File: src/rtl/adaptive_threshold.sv
// Frame-statistics driven threshold controller for a 1-bit dithering stage.
// Counts transitions and white pixels per frame, then nudges the threshold once per frame.
module adaptive_threshold #(
    parameter int H_PIXELS  = 320,
    parameter int V_PIXELS  = 240,
    parameter int TH_WIDTH  = 8,
    parameter int TH_RESET  = 60,
    parameter int TH_MIN    = 5,
    parameter int TH_MAX    = 250,
    parameter int STEP      = 5,
    parameter int CNT_WIDTH = $clog2(H_PIXELS*V_PIXELS+1)
) (
    input  logic                 clk_in,
    input  logic                 rst_in,
    input  logic                 dithered_pixel,
    input  logic                 dithered_valid,
    input  logic                 mode,
    input  logic                 freeze,
    input  logic [CNT_WIDTH-1:0] target_ones,
    input  logic [CNT_WIDTH-1:0] deadband,
    input  logic [TH_WIDTH-1:0]  threshold_in,
    input  logic                 threshold_load,
    output logic [TH_WIDTH-1:0]  threshold_out,
    output logic                 frame_done,
    output logic [CNT_WIDTH-1:0] frame_transitions,
    output logic [CNT_WIDTH-1:0] frame_ones,
    output logic                 direction
);

    localparam int COL_W = (H_PIXELS > 1) ? $clog2(H_PIXELS) : 1;
    localparam int ROW_W = (V_PIXELS > 1) ? $clog2(V_PIXELS) : 1;

    localparam logic [TH_WIDTH-1:0] TH_RESET_T = TH_WIDTH'(TH_RESET);
    localparam logic [TH_WIDTH-1:0] TH_MIN_T   = TH_WIDTH'(TH_MIN);
    localparam logic [TH_WIDTH-1:0] TH_MAX_T   = TH_WIDTH'(TH_MAX);
    localparam logic [TH_WIDTH:0]   STEP_X     = (TH_WIDTH+1)'(STEP);
    localparam logic [TH_WIDTH:0]   TH_MAX_X   = (TH_WIDTH+1)'(TH_MAX);
    localparam logic [TH_WIDTH:0]   DN_FLOOR_X = (TH_WIDTH+1)'(TH_MIN + STEP);

    typedef enum logic [1:0] {ACCUM, EVAL, APPLY} state_t;
    typedef enum logic [1:0] {DEC_HOLD, DEC_UP, DEC_DOWN} dec_t;

    state_t               state_q;
    dec_t                 dec_q;
    logic [COL_W-1:0]     col_q;
    logic [ROW_W-1:0]     row_q;
    logic                 prev_pix_q;
    logic [CNT_WIDTH-1:0] trans_q, ones_q;
    logic [CNT_WIDTH-1:0] frame_trans_q, frame_ones_q, prev_trans_q;
    logic                 prev_valid_q, dir_q, frame_done_q, mode_q;
    logic [TH_WIDTH-1:0]  th_q;

    logic                 last_col, last_row, last_pix, is_trans, is_one;
    logic [CNT_WIDTH-1:0] trans_d, ones_d;
    logic                 mode_changed, flip, dir_d;
    logic [CNT_WIDTH:0]   ones_x, tgt_x, hi_x, lo_x;
    dec_t                 density_dec;
    logic [TH_WIDTH:0]    th_x, th_up_x;
    logic [TH_WIDTH-1:0]  th_up_d, th_dn_d, th_load_d;

    always_comb begin
        last_col = (col_q == COL_W'(H_PIXELS - 1));
        last_row = (row_q == ROW_W'(V_PIXELS - 1));
        last_pix = dithered_valid && last_col && last_row;
        // Column 0 never counts, so no transition is seen across a row boundary.
        is_trans = dithered_valid && (col_q != '0) && (dithered_pixel != prev_pix_q);
        is_one   = dithered_valid && dithered_pixel;
        trans_d  = trans_q + CNT_WIDTH'(is_trans);
        ones_d   = ones_q + CNT_WIDTH'(is_one);

        mode_changed = (mode != mode_q);
        flip  = prev_valid_q && !mode_changed && (frame_trans_q < prev_trans_q);
        dir_d = dir_q ^ flip;

        ones_x = {1'b0, frame_ones_q};
        tgt_x  = {1'b0, target_ones};
        hi_x   = tgt_x + {1'b0, deadband};
        lo_x   = ones_x + {1'b0, deadband};
        if (ones_x > hi_x)      density_dec = DEC_UP;
        else if (lo_x < tgt_x)  density_dec = DEC_DOWN;
        else                    density_dec = DEC_HOLD;

        th_x    = {1'b0, th_q};
        th_up_x = th_x + STEP_X;
        th_up_d = (th_up_x > TH_MAX_X) ? TH_MAX_T : th_up_x[TH_WIDTH-1:0];
        th_dn_d = (th_x < DN_FLOOR_X) ? TH_MIN_T : th_q - STEP_X[TH_WIDTH-1:0];

        if (threshold_in < TH_MIN_T)       th_load_d = TH_MIN_T;
        else if (threshold_in > TH_MAX_T)  th_load_d = TH_MAX_T;
        else                               th_load_d = threshold_in;
    end

    // NOTE: all state uses non-blocking assignments so every register samples
    // pre-edge values; the later th_q assignment from threshold_load wins by order.
    always_ff @(posedge clk_in) begin
        if (rst_in) begin
            state_q       <= ACCUM;
            dec_q         <= DEC_HOLD;
            col_q         <= '0;
            row_q         <= '0;
            prev_pix_q    <= 1'b0;
            trans_q       <= '0;
            ones_q        <= '0;
            frame_trans_q <= '0;
            frame_ones_q  <= '0;
            prev_trans_q  <= '0;
            prev_valid_q  <= 1'b0;
            dir_q         <= 1'b1;
            frame_done_q  <= 1'b0;
            mode_q        <= mode;
            th_q          <= TH_RESET_T;
        end else begin
            mode_q       <= mode;
            frame_done_q <= (state_q == EVAL);

            if (dithered_valid) begin
                prev_pix_q <= dithered_pixel;
                if (last_col) begin
                    col_q <= '0;
                    row_q <= last_row ? '0 : row_q + ROW_W'(1);
                end else begin
                    col_q <= col_q + COL_W'(1);
                end
            end

            if (last_pix) begin
                frame_trans_q <= trans_d;
                frame_ones_q  <= ones_d;
                trans_q       <= '0;
                ones_q        <= '0;
            end else begin
                trans_q <= trans_d;
                ones_q  <= ones_d;
            end

            if (mode_changed) prev_valid_q <= 1'b0;

            case (state_q)
                ACCUM: if (last_pix) state_q <= EVAL;
                EVAL: begin
                    state_q <= APPLY;
                    if (!mode) begin
                        dir_q        <= dir_d;
                        prev_trans_q <= frame_trans_q;
                        prev_valid_q <= 1'b1;
                        dec_q        <= dir_d ? DEC_UP : DEC_DOWN;
                    end else begin
                        dec_q <= density_dec;
                    end
                end
                APPLY: begin
                    state_q <= ACCUM;
                    if (!freeze) begin
                        if (dec_q == DEC_UP)        th_q <= th_up_d;
                        else if (dec_q == DEC_DOWN) th_q <= th_dn_d;
                    end
                end
                default: state_q <= ACCUM;
            endcase

            if (threshold_load) th_q <= th_load_d;
        end
    end

    assign threshold_out     = th_q;
    assign frame_done        = frame_done_q;
    assign frame_transitions = frame_trans_q;
    assign frame_ones        = frame_ones_q;
    assign direction         = dir_q;

endmodule

File: config.mk
export PLATFORM = sky130hd
export DESIGN_NAME = adaptive_threshold
export DESIGN_NICKNAME = d
export VERILOG_FILES = /design/src/rtl/adaptive_threshold.sv
export SDC_FILE = /design/constraint.sdc
export NUM_CORES = 1
export LEC_CHECK = 0
export ABC_AREA = 0
export BUFFER_PORTS_ARGS = -buffer_cell sky130_fd_sc_hd__clkbuf_2
export CAP_MARGIN = 10
export CORE_ASPECT_RATIO = 1.75
export CORE_MARGIN = 5
export CORE_UTILIZATION = 55
export CTS_BUF_LIST = sky130_fd_sc_hd__clkbuf_8
export CTS_CLUSTER_DIAMETER = 30
export DETAILED_ROUTE_END_ITERATION = 16
export HOLD_SLACK_MARGIN = 0.02
export PLACE_DENSITY = 0.77
export SETUP_SLACK_MARGIN = 0.1
export SYNTH_ARGS = -nofsm -noshare
export SYNTH_HDL_FRONTEND = slang
export SYNTH_SLANG_ARGS = --single-unit
File: constraint.sdc
create_clock -name clk_in -period 3.2 [get_ports clk_in]
set_input_delay 0.16 -clock clk_in [delete_from_list [all_inputs] [get_ports clk_in]]
set_output_delay 0.16 -clock clk_in [all_outputs]
set_load 0.02 [all_outputs]
Word level (Yosys, flattened, before mapping)

Index checks and enable logic that the tools add are counted.

Add/sub/neg operators: 8
$lt $le $gt $ge: 7
Equality and inequality tests: 10
Muxes and demuxes: 20
Bitwise operators: 2
Reductions and logical operators: 16

Operator list:

| cell                                                       | number |
|---|---|
| two-way mux 8 bit                                          | 10 |
| adder 17 x 17 -> 18 bit                                    | 2 |
| adder 17 x 1 -> 17 bit                                     | 2 |
| > comparator 17 x 18 -> 1 bit                              | 1 |
| less-than comparator 18 x 17 -> 1 bit                      | 1 |
| less-than comparator 17 bit                                | 1 |
| two-way mux 2 bit                                          | 5 |
| adder 8 x 3 -> 9 bit, second input constant                | 1 |
| adder 9 x 1 -> 9 bit, second input constant                | 1 |
| == test 9 bit, second input constant                       | 1 |
| > comparator 9 x 8 -> 1 bit, second input constant         | 1 |
| two-way mux 9 bit                                          | 1 |
| nonzero test 9 bit                                         | 1 |
| adder 8 x 1 -> 8 bit, second input constant                | 1 |
| == test 8 bit, second input constant                       | 1 |
| > comparator 8 bit, second input constant                  | 1 |
| less-than comparator 8 x 3 -> 1 bit, second input constant | 1 |
| less-than comparator 8 x 4 -> 1 bit, second input constant | 1 |
| subtractor 8 x 3 -> 8 bit, second input constant           | 1 |
| logical AND 1 bit                                          | 7 |
| == test 2 x 1 -> 1 bit, second input constant              | 2 |
| == test 2 bit, second input constant                       | 2 |
| case mux 2 bit (2 select lines)                            | 1 |
| AND reduction 2 bit                                        | 2 |
| 12 further kinds                                           | 15 |

Register bits after elaboration: 119
Output and inout port bits: 44
Logic and storage cells: 78

Depth between registers and ports, before layout

Gate-level depths: netlist of the first run.

Depth in word-level cells: 7
Gate-level depth with buffers: 17
Mapped depth without buffers: 17

Least setup slack after synthesis of the first run

Ideal clock, no wire load.

Kind: flip-flop to flip-flop
Start point: register frame_ones_q[0] (netlist: frame_ones[0])
End point: register dec_q[1]
Data arrival time: 3.568 ns
Path slack: -0.484 ns
Cell stages (with the launch flop): 16
Buffers on the path: 0
Clock period less this slack: 3.684 ns
Cells stage by stage: dfxtp_1 -> ha_1 -> fa_1 -> a211o_1 -> a21oi_1 -> o21ai_0 -> a21oi_1 -> o21ai_0 -> a21oi_1 -> xnor2_1 -> ha_1 -> nand3_1 -> or4b_2 -> a21oi_1 -> a311oi_1 -> a31o_2

Word-level cells in the longest chain between the ends: 5
Elaborated cells between the ends (all ways): 6
Classes of those cells: add/sub: 1; order compare: 2; mux: 3

Ends and longest elaborated chain:

| item                                  | line | RTL |
|---|---|---|
| start: declaration                    | 49   | `logic [CNT_WIDTH-1:0] frame_trans_q, frame_ones_q, prev_trans_q;` |
| start signal: assignment              | 128  | `frame_ones_q <= ones_d;` |
| adder 17 x 17 -> 18 bit               | 78   | `lo_x = ones_x + {1'b0, deadband};` |
| less-than comparator 18 x 17 -> 1 bit | 80   | `else if (lo_x < tgt_x) density_dec = DEC_DOWN;` |
| two-way mux 2 bit                     | 80   |  |
| two-way mux 2 bit (*)                 | 79   | `if (ones_x > hi_x) density_dec = DEC_UP;` |
| two-way mux 2 bit (*)                 | 142  | `if (!mode) begin` |
| end signal: assignment                | 146  | `dec_q <= dir_d ? DEC_UP : DEC_DOWN;` |
| end signal: assignment                | 148  | `dec_q <= density_dec;` |
| end: declaration                      | 44   | `dec_t dec_q;` |

Mark *: on every way between the ends. The rest lies on a longest branch, timed or not.
A chain may end at the register's enable or synchronous reset.

Worst setup path in the final report of the first run

Ends and elaborated chain as after synthesis.

==> results of run 1 <==
-- worst min-delay path, delay by kind of cell --
kind                   cells  cell delay (ps)
buffers and inverters      1              110
AOI/OAI and AO/OA          1              110
and+or+nand+nor            1               80
-- final cells by class --
class                   count  area (um2)
clock buffers              28         385
clock inverters             4        18.8
fillers                  1225        4720
inverters                  55         206
multi-input cells         773        5300
flip-flops and latches    119        2390
well taps                 180         225
repair buffers            158         981
-- per-stage QoR --
step,power [mW],hold WS (ps)
5_1_grt,3.60,28.4
6_report,3.43,22.0
3_5_place_dp,2.08,412
3_3_place_gp,2.07,405
2_1_floorplan,1.90,188
4_1_cts,3.46,20.3
-- metal layers --
| layer | up-vias | global-route usage (%) |
|---|---|---|
| li1 | 3784 | - |
| met1 | 3379 | 26.3 |
| met2 | 140 | 42.0 |
| met4 | 0 | 11.7 |
| met5 | - | 0 |
| met3 | 54 | 2.52 |
-- Yosys cell counts, drive strengths merged, types with 7 or more instances --
library cell  instances  share of area (%)
nand3                32                2.0
nand2b                7               0.55
o21ai                39                2.5
nor3                 20                1.3
clkbuf               20               0.95
xnor2                38                4.2
a21o                 11                1.0
dfxtp               119                 30
buf                  15                1.3
inv                  55                2.6
and2                  9               0.71
nor4                  8               0.63
xor2                 37                4.1
nand4                16                1.3
nor2                141                6.7
nor2b                10               0.79
or2                   7               0.55
nand2                90                4.3
a21oi                81                5.1
ha                   93                 15
and3                 14                1.1
a211oi               36                4.1
-- flip-flops by register name, indices dropped and copies added (netlist names) --
| name | cells |
|---|---|
| frame_ones | 17 |
| frame_transitions | 17 |
| ones_q | 17 |
| prev_trans_q | 17 |
| trans_q | 17 |
| col_q | 9 |
| row_q | 8 |
| threshold_out | 8 |
| dec_q | 2 |
| state_q | 2 |
| direction | 1 |
| frame_done | 1 |
| mode_q | 1 |
| prev_pix_q | 1 |
| prev_valid_q | 1 |
-- power groups by stage --
stage,sequential [mW],clock (mW),combinational (mW)
after floorplan,1.55,0,0.356
after global placement,1.55,0,0.516
after detailed placement,1.55,0,0.526
after CTS,1.52,1.40,0.537
after global routing,1.52,1.47,0.615
final,1.52,1.37,0.547
-- cells by family (layout without fill, tap and decap cells) --
kind of cell,Yosys count,after routing,share of synthesized area [%]
AOI/OAI and AO/OA,226,226,18.7
adders and majority gates,95,95,15.2
xor gates and xnor gates,75,75,8.31
buffers and inverters,90,245,4.83
muxes,6,6,0.760
DFF,119,119,30.1
and+or+nand+nor,371,371,22.0
-- cell usage in the layout, fill, tap and decap left out, drive strengths merged, types with 3 or more instances in the layout --
master / synthesis / routed
a22oi: 4 / 4
ha: 93 / 93
mux2i: 6 / 6
nand3: 32 / 32
o21a: 6 / 6
o21ai: 39 / 39
nand2b: 7 / 7
o211ai: 3 / 3
dfxtp: 119 / 119
dlygate4sd3: 0 / 5
a21o: 11 / 11
clkbuf: 20 / 120
nor4: 8 / 8
o2111ai: 3 / 3
a21oi: 81 / 81
nor2b: 10 / 10
and2: 9 / 9
o21bai: 5 / 5
o31ai: 4 / 4
a311oi: 5 / 5
a2111oi: 6 / 6
xnor2: 38 / 38
a31oi: 6 / 6
clkinv: 0 / 3
inv: 55 / 56
nor4b: 5 / 5
buf: 15 / 61
or2: 7 / 7
nor3: 20 / 20
a211oi: 36 / 36
xor2: 37 / 37
nor2: 141 / 141
a211o: 3 / 3
and3: 14 / 14
nand4: 16 / 16
nand2: 90 / 90
-- how the worst max path moves through the flow --
stage                          end  cells past startpoint
after detailed placement  dec_q[1]                     14
after global routing      dec_q[1]                     14
after global placement    dec_q[1]                     14
after CTS                 dec_q[1]                     15
after floorplan           dec_q[1]                     15
final                     dec_q[1]                     14
-- what timing repair did --
action	CTS	global route
setup endpoints to repair	1	2
hold buffers	5	0
gates cloned	0	0
endpoints found under the hold margin	5	0
pin swaps	6	13
buffers inserted	1	1
gates resized for setup	2	10
==> flow_summary.toml, run 1 <==
[outcome]
status = "complete, but fails checks"
violations = "negative setup slack"

[route]
vias_per_cell = 5.59
wl_met3_um = 650
top_layer = "met4"
dr.first_iter.drc_count = 323
drt_pass1_iterations = 4
vias = 7357
wl_met1_mm = 7.73
routed_wl_mm = 19.3
met2_length_mm = 10.2
wl_per_cell_um = 14.7
route.detailed.drc = 0
drt.antenna.violating_nets = 0

[worst_setup_path]
r2r_setup_slack_ps = -260
worstSetupEndpointType = "register"
path_class = "reg2reg"
r2r-start = "frame_ones[0]"
reg2reg_depth = 14
path_buf_inv = 0
critPathLaunchType = "register"
critPathMaxFanout = 2
crit_family = "compound AO/OA/AOI/OAI gates"
rr_endpoint = "dec_q[1]"
worstPathCellList = "ha_4 > fa_2 > a211o_1 > a21oi_2 > o21ai_2 > a21oi_2 > nand2_1 > xor2_1 > ha_1 > nand3_2 > or4b_4 > a21oi_2 > a311oi_2 > a31o_2"
critPathLaunch = "frame_ones[0]"
arrival_ps = 3810
cpMostUsedCell = "a21oi_2"
cpPeakStageDelay_ps = 530
cpMaxStageDelayCell = "or4b_4"
required_ps = 3550

[grt]
antenna_found_initial = 0
grt_pass1_vias = 7365
overflow = 0
grt_max_degree = 67
globalRouteTotalUtil_pct = 23.2
grt_pass1_wl_mm = 32.9

[placed_design]
port_buffers = 92
gp_congestion = 0.933
placed_cell_area_mm2 = 0.00897
pre_cts_ws_ps = -316
hpwl_mm = 14.7
dp_cells = 1278

[timing]
finClkSkew_ps = 27.2
slew_headroom_pct = 41.4
rsz0062_at_grt = "true"
fin_crit_ps = 3460
setup_slack_ps = -257
final-hold-violation-count = 0
tightest_slew_ps = 857
timing.setup.tns_ps = -257
finalCritPeriodShare_pct = 108
setup_violations = 1
slew_violations = 0
fmax_ghz = 0.289

[clocking]
cts_buffers = 25
clock_latency_ps = 470
cts_max_path_buffers = 3
clock-root-buffer = "clkbuf_8"
cts_tree = "built"
clkSinkCount = 119
ctsHtreeMaxLevel = 4
clk_pin_slew_ps = 70

[layout]
n_antenna_cell = 0
final_nets = 1276
syn2layout_area_growth_pct = 20.1
fin_util_pct = 66.8
fin_area_mm2 = 0.00950
finalNonFillerCells = 1317
drive_above_1_share_pct = 20.8

[floorplan]
num_rows = 58
initial_core_util_pct = 55.6
core_area_mm2 = 0.0142
chipWidth_um = 101
fp.dieH_um = 169
fp.dieArea_mm2 = 0.0170
pin_count = 93

[logic_synthesis]
yosys_warnings = 0
synth_area_per_cell_um2 = 8.05
synth_ff_type = "dfxtp_1"
ys_seq_area_share_pct = 30.1
async_flop_share_pct = 0
synth_edf_count = 0
ys_seq_elements = 119
synth_cell_types = 61
synth_nets = 1126
syn_area_mm2 = 0.00791
synthCells = 982

[pwr]
p_leak_nw = 4.11
max-vdd-ir-drop_v = 0.000333
p_per_area_mw_per_mm2 = 361
p_switching_mw = 0.914
seqPwrFrac_pct = 44.2
internal-power_mw = 2.52
clkPwrFrac_pct = 39.8
p_sw_share_pct = 26.6
power_frac_comb_pct = 15.9

[min_path]
min_path_type = "in2reg"
min_to = "threshold_out[6]"
whs_path_depth = 3
hp-start = "threshold_in[6]"

[job]
drv_cap = 0
No activity file was read; power rests on OpenSTA's default activity.
==> inputs of run 2 (changes only) <==
Settings changed: GPL_TIMING_DRIVEN from default to 0, PLACE_DENSITY 0.77 to 0.9.
==> run 2 against run 1 <==
The run still ends with negative setup slack left. Routed wire length grew 6.3%. Clock skew shrank 7.2 ps. First-iteration DRC count shrank 1.2%. Cell area shrank 1.7%. Non-clock buffer count shrank 14. Sequential share of layout area grew 0.45 points. Clock power is essentially flat. Count of clock-buffer cells in the layout is the same. Via count grew 4.3%. Critical endpoint unchanged. Largest cell class unchanged. Largest power group unchanged.
==> flow_summary.toml, run 2 (synthesized netlist as in run 1, its figures left out) <==
[grt]
antenna_found_initial = 0
grt_max_degree = 11
grt_pass1_vias = 7642
overflow = 0
grt_pass1_wl_mm = 33.1
globalRouteTotalUtil_pct = 23.4

[layout]
layout_commonest_cell = "nor2_1"
mostFrequentLayoutCells = "nor2_1 (140), dfxtp_1 (117), nand2_1 (90), ha_1 (90), clkbuf_2 (90)"
drive_above_1_share_pct = 18.0
final_nets = 1262
n_antenna_cell = 0
fin_area_mm2 = 0.00934
syn2layout_area_growth_pct = 18.1

[route]
top_layer = "met4"
met2_length_mm = 11.4
vias = 7672
wl_per_cell_um = 15.7
drt_pass1_iterations = 7
routed_wl_mm = 20.5
dr.first_iter.drc_count = 319
wl_met3_um = 893
drt.antenna.violating_nets = 0
wl_met1_mm = 7.26
vias_per_cell = 5.88
route.detailed.drc = 0

[worst_setup_path]
arrival_ps = 3980
path_class = "reg2reg"
required_ps = 3610
critPathMaxFanout = 3
worstSetupEndpointType = "register"
critPathLaunchType = "register"

[timing]
finalCritPeriodShare_pct = 112
setup_violations = 1
slew_headroom_pct = 52.9
tightest_slew_ps = 706
final-hold-violation-count = 0
slew_violations = 0
rsz0062_at_grt = "true"
fmax_ghz = 0.280
fin_crit_ps = 3570
hold_ws_ps = 56.5
setup_slack_ps = -368
finClkSkew_ps = 20.0
timing.setup.tns_ps = -368

[pwr]
power.total_mw = 3.42
p_leak_nw = 3.97
max-vdd-ir-drop_v = 0.000324
p_per_area_mw_per_mm2 = 366

[placed_design]
placed_cell_area_mm2 = 0.00868
gp_congestion = 0.946
port_buffers = 90
hpwl_mm = 15.5

[clocking]
cts_tree = "built"
clock-root-buffer = "clkbuf_8"
cts_max_path_buffers = 3
cts_buffers = 25
clk_pin_slew_ps = 60
ctsHtreeMaxLevel = 4
clkSinkCount = 119
clock_latency_ps = 470

[floorplan]
fp.dieArea_mm2 = 0.0170
pin_count = 93
fp.dieH_um = 169
num_rows = 58
initial_core_util_pct = 55.6
chipWidth_um = 101
core_area_mm2 = 0.0142

[outcome]
status = "complete, but fails checks"
violations = "negative setup slack"

[job]
drv_cap = 0

[min_path]
min_path_type = "in2reg"
-- run 2: cell count changes in the layout (fill, tap and decap cells not counted), sizes merged --
cell,change
inv,+1
dlygate4sd3,+1
clkbuf,+18
buf,-33
-- run 2: worst max-delay path, stage by stage (launching register included) --
cell and delay [ps]:
dfxtp_4 360, ha_4 160, fa_2 360, a211o_1 300, a21oi_2 220, o21ai_2 100
a21oi_2 230, a311oi_2 170, or4b_4 540, nand3_2 90, ha_4 210, a22oi_2 110
nand4_1 130, a311oi_2 350, a31o_2 200
-- run 2: timing repair --
action,in CTS,in global routing
hold buffers,6,0
pin swaps,18,23
hold endpoints to repair,7,0
setup buffers,8,6
cloned,0,0
setup endpoints to repair,2,3
gates resized for setup,5,15
-- run 2: metrics by stage --
step	setup slack [ps]	cells	utilization, %
6_report	-368	1304	65.7
5_1_grt	-489	1304	65.7
4_1_cts	-311	1299	64.9
3_5_place_dp	-567	1252	61.0
3_3_place_gp	-493	1252	61.0
2_1_floorplan	-76.3	982	-
-- run 2: routing by layer --
layer / vias up / global-route usage [%]
met5: - / 0
met4: 0 / 13.4
met3: 81 / 3.26
met2: 264 / 45.6
met1: 3590 / 22.4
li1: 3737 / -
-- run 2: layout make-up --
class / instances / area [um2]
repair buffers: 109 / 608
inverters: 55 / 206
plain buffers: 35 / 175
clock buffers: 28 / 385
fillers: 1127 / 4880
multi-input cells: 773 / 5330
flip-flops and latches: 119 / 2390
clock inverters: 5 / 22.5
well taps: 180 / 225
-- run 2: path summary, 6_finish.rpt --
path	startpoint	endpoint	slack [ps]	depth (start not counted)
worst max-delay path	frame_ones[0]	dec_q[1]	-370	14
worst min-delay path	threshold_in[6]	threshold_out[6]	60	3
worst max register to register	frame_ones[0]	dec_q[1]	-370	14
worst min register to register	prev_trans_q[14]	prev_trans_q[14]	460	2
-- run 2: power breakdown --
group | internal (mW) | switching, mW | total [mW]
sequential | 1.49 | 0.0175 | 1.51
combinational | 0.224 | 0.309 | 0.533
clock | 0.780 | 0.596 | 1.38
total | 2.50 | 0.923 | 3.42
